File: src/rtl/trig_sched_pkg.sv
// Shared types and helpers for the external trigger scheduler.
package trig_sched_pkg;

    typedef enum logic [1:0] {
        IDLE,
        FIRE,
        DEAD
    } state_e;

    localparam logic [2:0] SRC_AUTO  = 3'd6;
    localparam logic [2:0] SRC_FORCE = 3'd7;

    function automatic logic pass_prescale(input logic [31:0] randnum,
                                           input logic [31:0] prescale);
        return randnum <= prescale;
    endfunction

endpackage

File: src/rtl/rr_arbiter.sv
// Combinational round-robin pick: first set request at index >= ptr, wrapping.
module rr_arbiter #(
    parameter int unsigned N  = 4,
    parameter int unsigned PW = (N > 1) ? $clog2(N) : 1
) (
    input  logic [N-1:0]  req,
    input  logic [PW-1:0] ptr,
    output logic          valid,
    output logic [PW-1:0] winner
);

    int idx;

    // Scan offsets from farthest to nearest so the nearest set bit wins.
    always_comb begin
        valid  = 1'b0;
        winner = '0;
        idx    = 0;
        for (int i = int'(N) - 1; i >= 0; i--) begin
            idx = int'(ptr) + i;
            if (idx >= int'(N)) begin
                idx = idx - int'(N);
            end
            if (req[idx]) begin
                valid  = 1'b1;
                winner = PW'(idx);
            end
        end
    end

endmodule

File: src/rtl/ext_trig_scheduler.sv
// Arbitrates force/req/auto trigger attempts, prescales req attempts, shapes the
// ext_trig pulse and enforces a fixed attempt-to-attempt deadtime.
module ext_trig_scheduler
    import trig_sched_pkg::*;
#(
    parameter int unsigned NREQ       = 4,
    parameter int unsigned FIRE_TICKS = 4,
    parameter int unsigned DEAD_TICKS = 20,
    parameter int unsigned AUTO_BIT   = 26
) (
    input  logic            clk_adc,
    input  logic            rst,
    input  logic            enable,
    input  logic            cal_window,
    input  logic [NREQ-1:0] req,
    input  logic [NREQ-1:0] req_mask,
    input  logic [31:0]     randnum,
    input  logic [31:0]     prescale,
    input  logic            auto_en,
    input  logic            force_trig,
    input  logic            clr_counts,
    output logic            ext_trig_out,
    output logic [2:0]      src_id,
    output logic [31:0]     trig_count,
    output logic [31:0]     veto_count,
    output logic            busy
);

    localparam int unsigned PW = (NREQ > 1) ? $clog2(NREQ) : 1;
    localparam int unsigned CW = $clog2(DEAD_TICKS + 1);

    state_e          state_q, state_d;
    logic [CW-1:0]   tick_q, tick_d;
    logic [PW-1:0]   rr_ptr_q, rr_ptr_d;
    logic [AUTO_BIT:0] auto_cnt_q, auto_cnt_d;
    logic            force_pend_q, force_pend_d;
    logic            auto_pend_q, auto_pend_d;
    logic            trig_q, trig_d;
    logic [2:0]      src_q, src_d;
    logic [31:0]     trig_cnt_q, trig_cnt_d;
    logic [31:0]     veto_cnt_q, veto_cnt_d;

    logic            req_valid;
    logic [PW-1:0]   req_idx;
    logic            can_attempt, take_force, take_req, take_auto;
    logic            req_pass, accept, veto;

    rr_arbiter #(
        .N  (NREQ),
        .PW (PW)
    ) u_rr_arbiter (
        .req    (req & req_mask),
        .ptr    (rr_ptr_q),
        .valid  (req_valid),
        .winner (req_idx)
    );

    always_comb begin
        can_attempt = (state_q == IDLE) && enable && !cal_window;
        take_force  = can_attempt && force_pend_q;
        take_req    = can_attempt && !force_pend_q && req_valid;
        take_auto   = can_attempt && !force_pend_q && !req_valid && auto_pend_q;
        req_pass    = pass_prescale(randnum, prescale);
        accept      = take_force || take_auto || (take_req && req_pass);
        veto        = take_req && !req_pass;
    end

    // tick counts cycles since the attempt edge; it drives both FIRE and DEAD exits.
    always_comb begin
        state_d = state_q;
        tick_d  = tick_q;
        unique case (state_q)
            IDLE: begin
                if (accept) begin
                    state_d = FIRE;
                    tick_d  = CW'(1);
                end else if (veto) begin
                    state_d = DEAD;
                    tick_d  = CW'(1);
                end
            end
            FIRE: begin
                tick_d = tick_q + CW'(1);
                if (tick_q == CW'(FIRE_TICKS)) begin
                    state_d = DEAD;
                end
            end
            DEAD: begin
                tick_d = tick_q + CW'(1);
                if (tick_q >= CW'(DEAD_TICKS - 1)) begin
                    state_d = IDLE;
                    tick_d  = '0;
                end
            end
            default: begin
                state_d = IDLE;
                tick_d  = '0;
            end
        endcase
    end

    always_comb begin
        trig_d       = (state_d == FIRE);
        src_d        = src_q;
        rr_ptr_d     = rr_ptr_q;
        force_pend_d = force_trig || (force_pend_q && !take_force);
        auto_cnt_d   = accept ? '0 : auto_cnt_q + 1'b1;
        auto_pend_d  = take_auto ? 1'b0 : (auto_pend_q || (auto_cnt_q[AUTO_BIT] && auto_en));
        trig_cnt_d   = trig_cnt_q;
        veto_cnt_d   = veto_cnt_q;
        if (take_force) begin
            src_d = SRC_FORCE;
        end else if (take_req) begin
            src_d    = 3'(req_idx);
            rr_ptr_d = (req_idx == PW'(NREQ - 1)) ? '0 : req_idx + 1'b1;
        end else if (take_auto) begin
            src_d = SRC_AUTO;
        end
        if (clr_counts) begin
            trig_cnt_d = '0;
            veto_cnt_d = '0;
        end else begin
            if (accept) trig_cnt_d = trig_cnt_q + 32'd1;
            if (veto)   veto_cnt_d = veto_cnt_q + 32'd1;
        end
    end

    always_ff @(posedge clk_adc or posedge rst) begin
        if (rst) begin
            state_q      <= IDLE;
            tick_q       <= '0;
            rr_ptr_q     <= '0;
            auto_cnt_q   <= '0;
            force_pend_q <= 1'b0;
            auto_pend_q  <= 1'b0;
            trig_q       <= 1'b0;
            src_q        <= '0;
            trig_cnt_q   <= '0;
            veto_cnt_q   <= '0;
        end else begin
            state_q      <= state_d;
            tick_q       <= tick_d;
            rr_ptr_q     <= rr_ptr_d;
            auto_cnt_q   <= auto_cnt_d;
            force_pend_q <= force_pend_d;
            auto_pend_q  <= auto_pend_d;
            trig_q       <= trig_d;
            src_q        <= src_d;
            trig_cnt_q   <= trig_cnt_d;
            veto_cnt_q   <= veto_cnt_d;
        end
    end

    assign ext_trig_out = trig_q;
    assign src_id       = src_q;
    assign trig_count   = trig_cnt_q;
    assign veto_count   = veto_cnt_q;
    assign busy         = (state_q != IDLE);

endmodule
File: config.mk
export PLATFORM = sky130hd
export DESIGN_NAME = ext_trig_scheduler
export DESIGN_NICKNAME = d
export VERILOG_FILES = /design/src/rtl/trig_sched_pkg.sv /design/src/rtl/rr_arbiter.sv /design/src/rtl/ext_trig_scheduler.sv
export SDC_FILE = /design/constraint.sdc
export NUM_CORES = 1
export LEC_CHECK = 0
export CAP_MARGIN = 20
export CORE_ASPECT_RATIO = 0.6
export CORE_MARGIN = 1
export CORE_UTILIZATION = 55
export DETAILED_ROUTE_END_ITERATION = 12
export GPL_ROUTABILITY_DRIVEN = 0
export PLACE_DENSITY = 0.83
export SETUP_SLACK_MARGIN = 0.02
export SLEW_MARGIN = 20
export SYNTH_ARGS = -nofsm -noshare
export SYNTH_HDL_FRONTEND = slang
export SYNTH_SLANG_ARGS = --single-unit
File: constraint.sdc
create_clock -name clk_adc -period 8.8 [get_ports clk_adc]
set_clock_uncertainty 0.2 [all_clocks]
set_input_delay 0.88 -clock clk_adc [delete_from_list [all_inputs] [get_ports clk_adc]]
set_output_delay 0.88 -clock clk_adc [all_outputs]
set_load 0.005 [all_outputs]
Word level (Yosys, flattened, before mapping). Cells that the tools add are included.

Bits in registers: 106. Input bits: 79. Output and inout port bits: 69. Word-level logic and storage cells: 109.

Add/sub/neg operators: 12. Order comparisons: 10. Equal/unequal tests: 6. Multiplexer cells: 43. Bitwise gates (word level): 2. Reduce and logical (&&, ||, !) cells: 26.

Operators with widths (count): two-way mux 32 bit (8); less-than comparator 32 x 4 -> 1 bit (second input constant) (4); >= comparator 32 x 4 -> 1 bit (second input constant) (3); subtractor 32 x 4 -> 32 bit (second input constant) (3); adder 32 x 1 -> 32 bit (second input constant) (2); <= comparator 32 bit (1); adder 27 x 1 -> 27 bit (second input constant) (1); two-way mux 27 bit (1); two-way mux 2 bit (9); two-way mux 5 bit (3); one-hot mux 5 bit (3 select lines) (1); two-way mux 1 bit (13); logical AND 1 bit (11); two-way mux 3 bit (3); binary-select mux 1 bit (select 2 bit) (4); adder 2 x 2 -> 3 bit (second input constant) (2); one-hot mux 2 bit (3 select lines) (1); nonzero test 2 bit (3); adder 5 x 1 -> 5 bit (second input constant) (1); == test 5 x 3 -> 1 bit (second input constant) (1); >= comparator 5 bit (second input constant) (1); logical NOT 1 bit (5); AND 4 bit (1); == test 2 x 1 -> 1 bit (second input constant) (2); 11 further kinds (15).

Longest topological paths before layout. Gate-level depths: netlist (run 1).

Depth after elaboration: 18. Mapped depth: 11. Mapped depth without buffers: 9.

By module. From an unflattened synthesis (run 1), not the netlist that was laid out.

Cells, all modules: 689. Area total of the unflattened synthesis: 6368.6 um^2.

By module, submodules not included: ext_trig_scheduler (instances 1, cells an instance 676, area an instance 6291.0 um^2, seq. area each 2652.5 um^2); rr_arbiter (instances 1, cells an instance 13, area an instance 77.6 um^2, seq. area each 0.0 um^2).

Worst setup path before layout (run 1). Ideal clock, no wire load.

Path type: input -> register. From: input prescale[7]. To: register trig_cnt_q[19], in the netlist trig_count[19]. Library setup time: 125 ps. Arrival: 3146 ps. Required time: 8475 ps. Path slack: 5330 ps. Cell stages on the path: 10. Buffers on the path: 1. Path through: inv_1 -> ha_1 -> a21oi_1 -> o21ai_0 -> a221oi_1 -> a31oi_1 -> o31a_1 -> clkbuf_1 -> nor4_1 -> mux2_2.

Longest elaborated chain between the ends: 4.

Ends and longest elaborated chain: start: declaration (RTL line ext_trig_scheduler.sv:18) `input logic [31:0] prescale,`; <= comparator 32 bit (RTL line trig_sched_pkg.sv:15) `return randnum <= prescale;`; logical AND 1 bit (RTL line ext_trig_scheduler.sv:64) `accept = take_force || take_auto || (take_req && req_pass);`; logical OR 1 bit (RTL line ext_trig_scheduler.sv:64); nonzero test 2 bit (no line); end signal: assignment (RTL line ext_trig_scheduler.sv:149) `trig_cnt_q <= trig_cnt_d;`; end: declaration (RTL line ext_trig_scheduler.sv:40) `logic [31:0] trig_cnt_q, trig_cnt_d;`.

Every way passes these cells. A chain may end at the register's enable or synchronous reset.

Worst setup path in the final report (run 1).
From: input prescale[12]. To: register trig_cnt_q[24], in the netlist trig_count[24].

Same word-level chain as after synthesis.

==> results.json, run 1 <==
{
  "status": "completed",
  "cts_root_buf": "clkbuf_16",
  "clk_pin_slew_ns": 0.07,
  "hold_slack_ns": 0.3178,
  "gr-total-overflow": 0,
  "syn_to_final_growth_pct": 29.78,
  "reg2reg_to": "veto_count[28]$_DFFE_PP0P_",
  "drtIter0Drc": 391,
  "design_area_mm2": 0.008190,
  "powerDensity_mw_per_mm2": 153.0,
  "synth.cell_area_mm2": 0.006311,
  "hp-class": "register to register",
  "min_from": "src_id[2]$_DFFE_PP0P_",
  "yosysSeqAreaShare_pct": 42.03,
  "p_leak_nw": 3.459,
  "final_max_slew_viol_count": 0,
  "hold_buffers": 0,
  "wire_per_inst_um": 17.11,
  "ys.flop_type": "dfrtp_1",
  "firstDrtPassIters": 5,
  "n_fill_cell": 719,
  "final_cell_mix": "clkdlybuf4s50_1 (146), dfrtp_1 (106), nor2_1 (65)",
  "dieWidth_um": 140.3,
  "ir_worst_vdd_uv": 123.3,
  "reg2reg_slack_ns": 5.33,
  "pin_count": 148,
  "critical_path.max_fanout": 59,
  "core_area_mm2": 0.01085,
  "cts_setup_buffers": 0,
  "cts_htree_levels": 3,
  "setup_slack_ns": 4.617,
  "grt_max_degree": 77,
  "timing.setup.tns_ns": 0,
  "hold_path_end": "src_id[2]$_DFFE_PP0P_",
  "crit_slowest_cell": "a221oi_1",
  "first_global_vias": 5915,
  "synth_nets": 825,
  "port_buffers": 147,
  "ctsResizeCount": 0,
  "drive_above_1_share_pct": 4.841,
  "path_delay_family": "compound AO/OA/AOI/OAI gates",
  "cts_inserted_buffers": 9,
  "die_h_um": 84.98,
  "worstSetupPathType": "input pin to register",
  "yosys_warnings": 0,
  "finalCriticalPeriod_ns": 4.183,
  "diodes": 0,
  "setup_violations": 0,
  "critPathMaxStageDelay_ns": 0.62,
  "cp.arrival_ns": 4.21,
  "slew_headroom_pct": 48.84,
  "grt_setup_unrepaired": "no",
  "detailroute.via_count": 5954,
  "synth.distinct_cells": 51,
  "r2r_cells": 7,
  "yosys.area_share.xor_xnor_pct": 4.580,
  "ys_ff_latch": 106,
  "cp_num_buf_inv": 3,
  "grt_pass1_wl_mm": 28.47,
  "cp-end-kind": "register",
  "fmax_mhz": 239.1,
  "start_kind": "input pin",
  "r2r_start": "state_q[1]$_DFF_PP0_",
  "synth.avg_cell_area_um2": 8.914,
  "gr-usage-all-layers_pct": 30.09,
  "row_count": 29,
  "yosys.area_share.simple_pct": 24.33,
  "initial_core_util_pct": 58.17,
  "worst_pin_slew_ns": 0.7674,
  "cts_tree": "done",
  "synth_mux_area_share_pct": 1.586,
  "synth_compound_area_share_pct": 15.34,
  "finalHoldViolations": 0,
  "cts_num_sinks": 106,
  "clock_path_buffers": 2,
  "drc": 0,
  "synth_adder_area_share_pct": 7.534,
  "syn_inst": 708,
  "layout_commonest_cell": "clkdlybuf4s50_1",
  "synth_edf_count": 0,
  "async_flop_share_pct": 100.0,
  "critical_path.cell_chain": "clkdlybuf4s50_1 > inv_1 > ha_1 > nand4_1 > nor2_1 > a221oi_1 > a31oi_1 > o31a_1 > buf_4 > nor4_1 > mux2_2",
  "drv_cap": 0,
  "post-place-ws_ns": 4.263,
  "holdPathStages": 2,
  "finalNetCount": 959,
  "ant_nets": 0,
  "dpl.hpwl_mm": 12.24,
  "crit_required_ns": 8.83,
  "via_per_inst": 6.039,
  "drt-total-wl_mm": 16.87,
  "period_share_pct": 47.54,
  "dieArea_mm2": 0.01192,
  "placed_area_mm2": 0.007876,
  "antenna_found_initial": 0,
  "synth_top_family_by_area": "simple AND/OR/NAND/NOR gates",
  "clock_latency_ns": 0.34
}
==> Yosys cell counts, types with 2 or more instances <==
cell	n	area share, %
or2_2	3	0.30
nor2b_1	16	1.6
inv_1	47	2.8
and2_1	5	0.50
a221oi_1	2	0.28
nor2_1	65	3.9
a22oi_1	3	0.36
nand2_1	50	3.0
xnor2_1	6	0.83
o31ai_1	16	1.9
nor3_1	7	0.56
nor4_1	6	0.59
ha_1	38	7.5
o2111ai_1	4	0.56
o211ai_1	3	0.36
a211oi_4	2	0.63
mux2_2	8	1.4
nand4_1	27	2.7
a31oi_1	2	0.20
and4_1	8	1.1
buf_1	4	0.24
a21oi_1	64	5.1
or3_1	31	3.1
or4_1	15	1.8
a21o_1	3	0.36
and3_1	16	1.6
xor2_1	27	3.7
nand2b_1	4	0.40
nand3_1	33	2.6
o21ai_0	46	3.6
dfrtp_1	106	42
clkbuf_1	22	1.3
==> worst max path at each step <==
| stage | end | slack (ns) | depth (start not counted) | start |
|---|---|---|---|---|
| after global placement | trig_count[5]$_DFFE_PP0P_ | 4.41 | 10 | prescale[7] |
| after global routing | trig_count[24]$_DFFE_PP0P_ | 4.42 | 11 | prescale[7] |
| final | trig_count[24]$_DFFE_PP0P_ | 4.62 | 11 | prescale[12] |
| after detailed placement | trig_count[5]$_DFFE_PP0P_ | 4.26 | 10 | prescale[9] |
| after floorplan | auto_cnt_q[0]$_DFF_PP0_ | 4.93 | 1 | rst |
| after CTS | trig_count[5]$_DFFE_PP0P_ | 4.61 | 10 | prescale[7] |
==> worst min-delay path, cell delays in order, from the launching register on <==
cell and delay, ns:
dfrtp_1 0.35, nor2_1 0.05, nor2_1 0.08
==> metal layers <==
| metal | wire length (µm) | vias up | track usage (%) |
|---|---|---|---|
| met5 | 0 | - | 0 |
| met4 | 282 | 0 | 8.591 |
| met3 | 982 | 25 | 6.546 |
| met2 | 7767 | 197 | 48.32 |
| met1 | 7833 | 2929 | 41.37 |
| li1 | - | 2803 | - |
==> cell families after synthesis <==
| logic type | count (synthesis) |
|---|---|
| DFF | 106 |
| and+or+nand+nor | 291 |
| adders and majority gates | 38 |
| buffers and inverters | 75 |
| muxes | 9 |
| xor gates and xnor gates | 33 |
| AOI/OAI and AO/OA | 156 |
==> power breakdown <==
| group | switching (mW) | internal (mW) |
|---|---|---|
| clock | 0.178 | 0.229 |
| combinational | 0.137 | 0.128 |
| sequential | 0.0488 | 0.532 |
| total | 0.364 | 0.889 |
==> sequential cells by signal, indices dropped and copies added, names as in the netlist <==
name	count
force_pend_q	1
state_q	2
ext_trig_out	1
auto_pend_q	1
trig_count	32
src_id	3
tick_q	5
rr_ptr_q	2
veto_count	32
auto_cnt_q	27
==> final cells by class <==
type / instances / area [µm²] / share of cell area (%)
Inverter: 47 / 178.9 / 2.185
Clock inverter: 4 / 51.30 / 0.6263
Timing Repair Buffer: 151 / 1500 / 18.32
Multi-Input combinational cell: 527 / 3387 / 41.35
Clock buffer: 12 / 246.5 / 3.009
Tap cell: 139 / 173.9 / 2.123
Sequential cell: 106 / 2653 / 32.39
==> through the flow <==
step                      instances  util (%)  power, mW
after floorplan                 708         -     0.7376
after global placement          969     72.60     0.8302
after detailed placement        969     72.60     0.8519
after CTS                       985     75.34      1.255
after global routing            986     75.49      1.317
final                           986     75.49      1.253
No activity file was read; power rests on OpenSTA's default activity.
==> run 2, diff against run 1 <==
Settings changed: CORE_UTILIZATION 55 to 46, PLACE_DENSITY 0.83 to 0.74.
Clock period 8.8 ns to 3.6 ns, I/O delays scaled along.
==> results.json, run 2 (synthesis gave the netlist of run 1 again) <==
{
  "finalHoldViolations": 0,
  "startpoint": "prescale[10]",
  "r2r_cells": 8,
  "ant_nets": 0,
  "cts_root_buf": "clkbuf_16",
  "cp.arrival_ns": 3.29,
  "hold_slack_ns": 0.2895,
  "cp_num_buf_inv": 4,
  "setup_violations": 0,
  "final_max_slew_viol_count": 0,
  "post-place-ws_ns": 0.01973,
  "critical_path.cell_chain": "clkdlybuf4s50_1 > inv_1 > ha_1 > nand4_1 > nor4_1 > buf_4 > and2_1 > a21oi_1 > o31a_1 > buf_12 > nor4_1 > mux2_2",
  "worst_pin_slew_ns": 1.020,
  "cts_htree_levels": 3,
  "gr-usage-all-layers_pct": 24.48,
  "grt_setup_unrepaired": "no",
  "p_leak_nw": 3.568,
  "grt_max_degree": 58,
  "crit_required_ns": 3.63,
  "cts_num_sinks": 106,
  "clock_path_buffers": 2,
  "timing.setup.tns_ns": 0,
  "clock_latency_ns": 0.34,
  "final_core_util_pct": 64.10,
  "pin_count": 148,
  "setup_slack_ns": 0.3386,
  "slew_headroom_pct": 31.98,
  "start_kind": "input pin",
  "die_h_um": 92.73,
  "dpl.hpwl_mm": 12.53,
  "powerDensity_mw_per_mm2": 362.9,
  "firstDrtPassIters": 5,
  "path_delay_family": "simple AND/OR/NAND/NOR gates",
  "critPathMaxStageDelay_ns": 0.45,
  "cp.depth": 12,
  "status": "completed",
  "fmax_mhz": 306.6,
  "finalCriticalPeriod_ns": 3.261,
  "cp-end-kind": "register",
  "drc": 0,
  "cts_inserted_buffers": 9,
  "diodes": 0,
  "gr-total-overflow": 0,
  "wire_per_inst_um": 15.86,
  "worstSetupPathType": "input pin to register",
  "drt-total-wl_mm": 16.46,
  "r2r_start": "state_q[1]$_DFF_PP0_",
  "dieArea_mm2": 0.01421,
  "p_total_mw": 3.045,
  "crit_slowest_cell": "clkdlybuf4s50_1",
  "grt_pass1_wl_mm": 27.65,
  "syn_to_final_growth_pct": 32.97,
  "port_buffers": 147,
  "critical_path.max_fanout": 34,
  "ir_worst_vdd_uv": 246.2,
  "final_cell_mix": "clkdlybuf4s50_1 (146), dfrtp_1 (106), nor2_1 (65)",
  "drtIter0Drc": 400,
  "finalNetCount": 980,
  "antenna_found_initial": 0,
  "via_per_inst": 5.623,
  "ctsResizeCount": 0,
  "detailroute.via_count": 5837,
  "row_count": 32,
  "drv_cap": 0,
  "path_common_cell": "nor4_1",
  "dieWidth_um": 153.2,
  "clk_pin_slew_ns": 0.08,
  "drive_above_1_share_pct": 7.258,
  "cts_setup_buffers": 0,
  "cts_tree": "done",
  "hold_buffers": 0,
  "hp-class": "input pin to asynchronous set/reset pin",
  "first_global_vias": 5584,
  "initial_core_util_pct": 48.20,
  "layout_commonest_cell": "clkdlybuf4s50_1",
  "core_area_mm2": 0.01309,
  "period_share_pct": 90.60
}
-- run 2: path summary, 6_finish.rpt --
check / slack, ns / endpoint
min: 0.29 / tick_q[4]$_DFFE_PP0P_
max in group asynchronous: 2.10 / auto_cnt_q[5]$_DFF_PP0_
max reg2reg: 0.43 / veto_count[29]$_DFFE_PP0P_
min reg2reg: 0.32 / tick_q[4]$_DFFE_PP0P_
max: 0.34 / trig_count[19]$_DFFE_PP0P_
min in group clk_adc: 0.32 / tick_q[4]$_DFFE_PP0P_
-- run 2: metrics by stage --
stage               cell area (µm²)  instances
CTS                            8392       1038
detailed placement             8105       1022
global route                   8392       1038
finish                         8392       1038
floorplan                      6311        708
global placement               8105       1022
-- run 2: layout make-up --
| class | count | area [µm²] |
|---|---|---|
| Fill cell | 1067 | 4701 |
| Multi-Input combinational cell | 527 | 3382 |
| Sequential cell | 106 | 2653 |
| Timing Repair Buffer | 172 | 1679 |
| Clock buffer | 10 | 239.0 |
| Tap cell | 170 | 212.7 |
| Inverter | 47 | 178.9 |
| Clock inverter | 6 | 47.55 |
-- run 2: power breakdown --
part	switching, mW	total (mW)	internal (mW)	leakage [nW]
combinational	0.338	0.672	0.334	1.99
sequential	0.120	1.42	1.30	1.44
clock	0.457	0.953	0.497	0.140
-- run 2: metal layers --
metal | GRT usage (%) | wire (µm) | vias up
li1 | - | - | 2856
met1 | 35.88 | 8201 | 2795
met2 | 37.48 | 7260 | 175
met3 | 5.007 | 919 | 11
met4 | 4.377 | 82 | 0
met5 | 0 | 0 | -
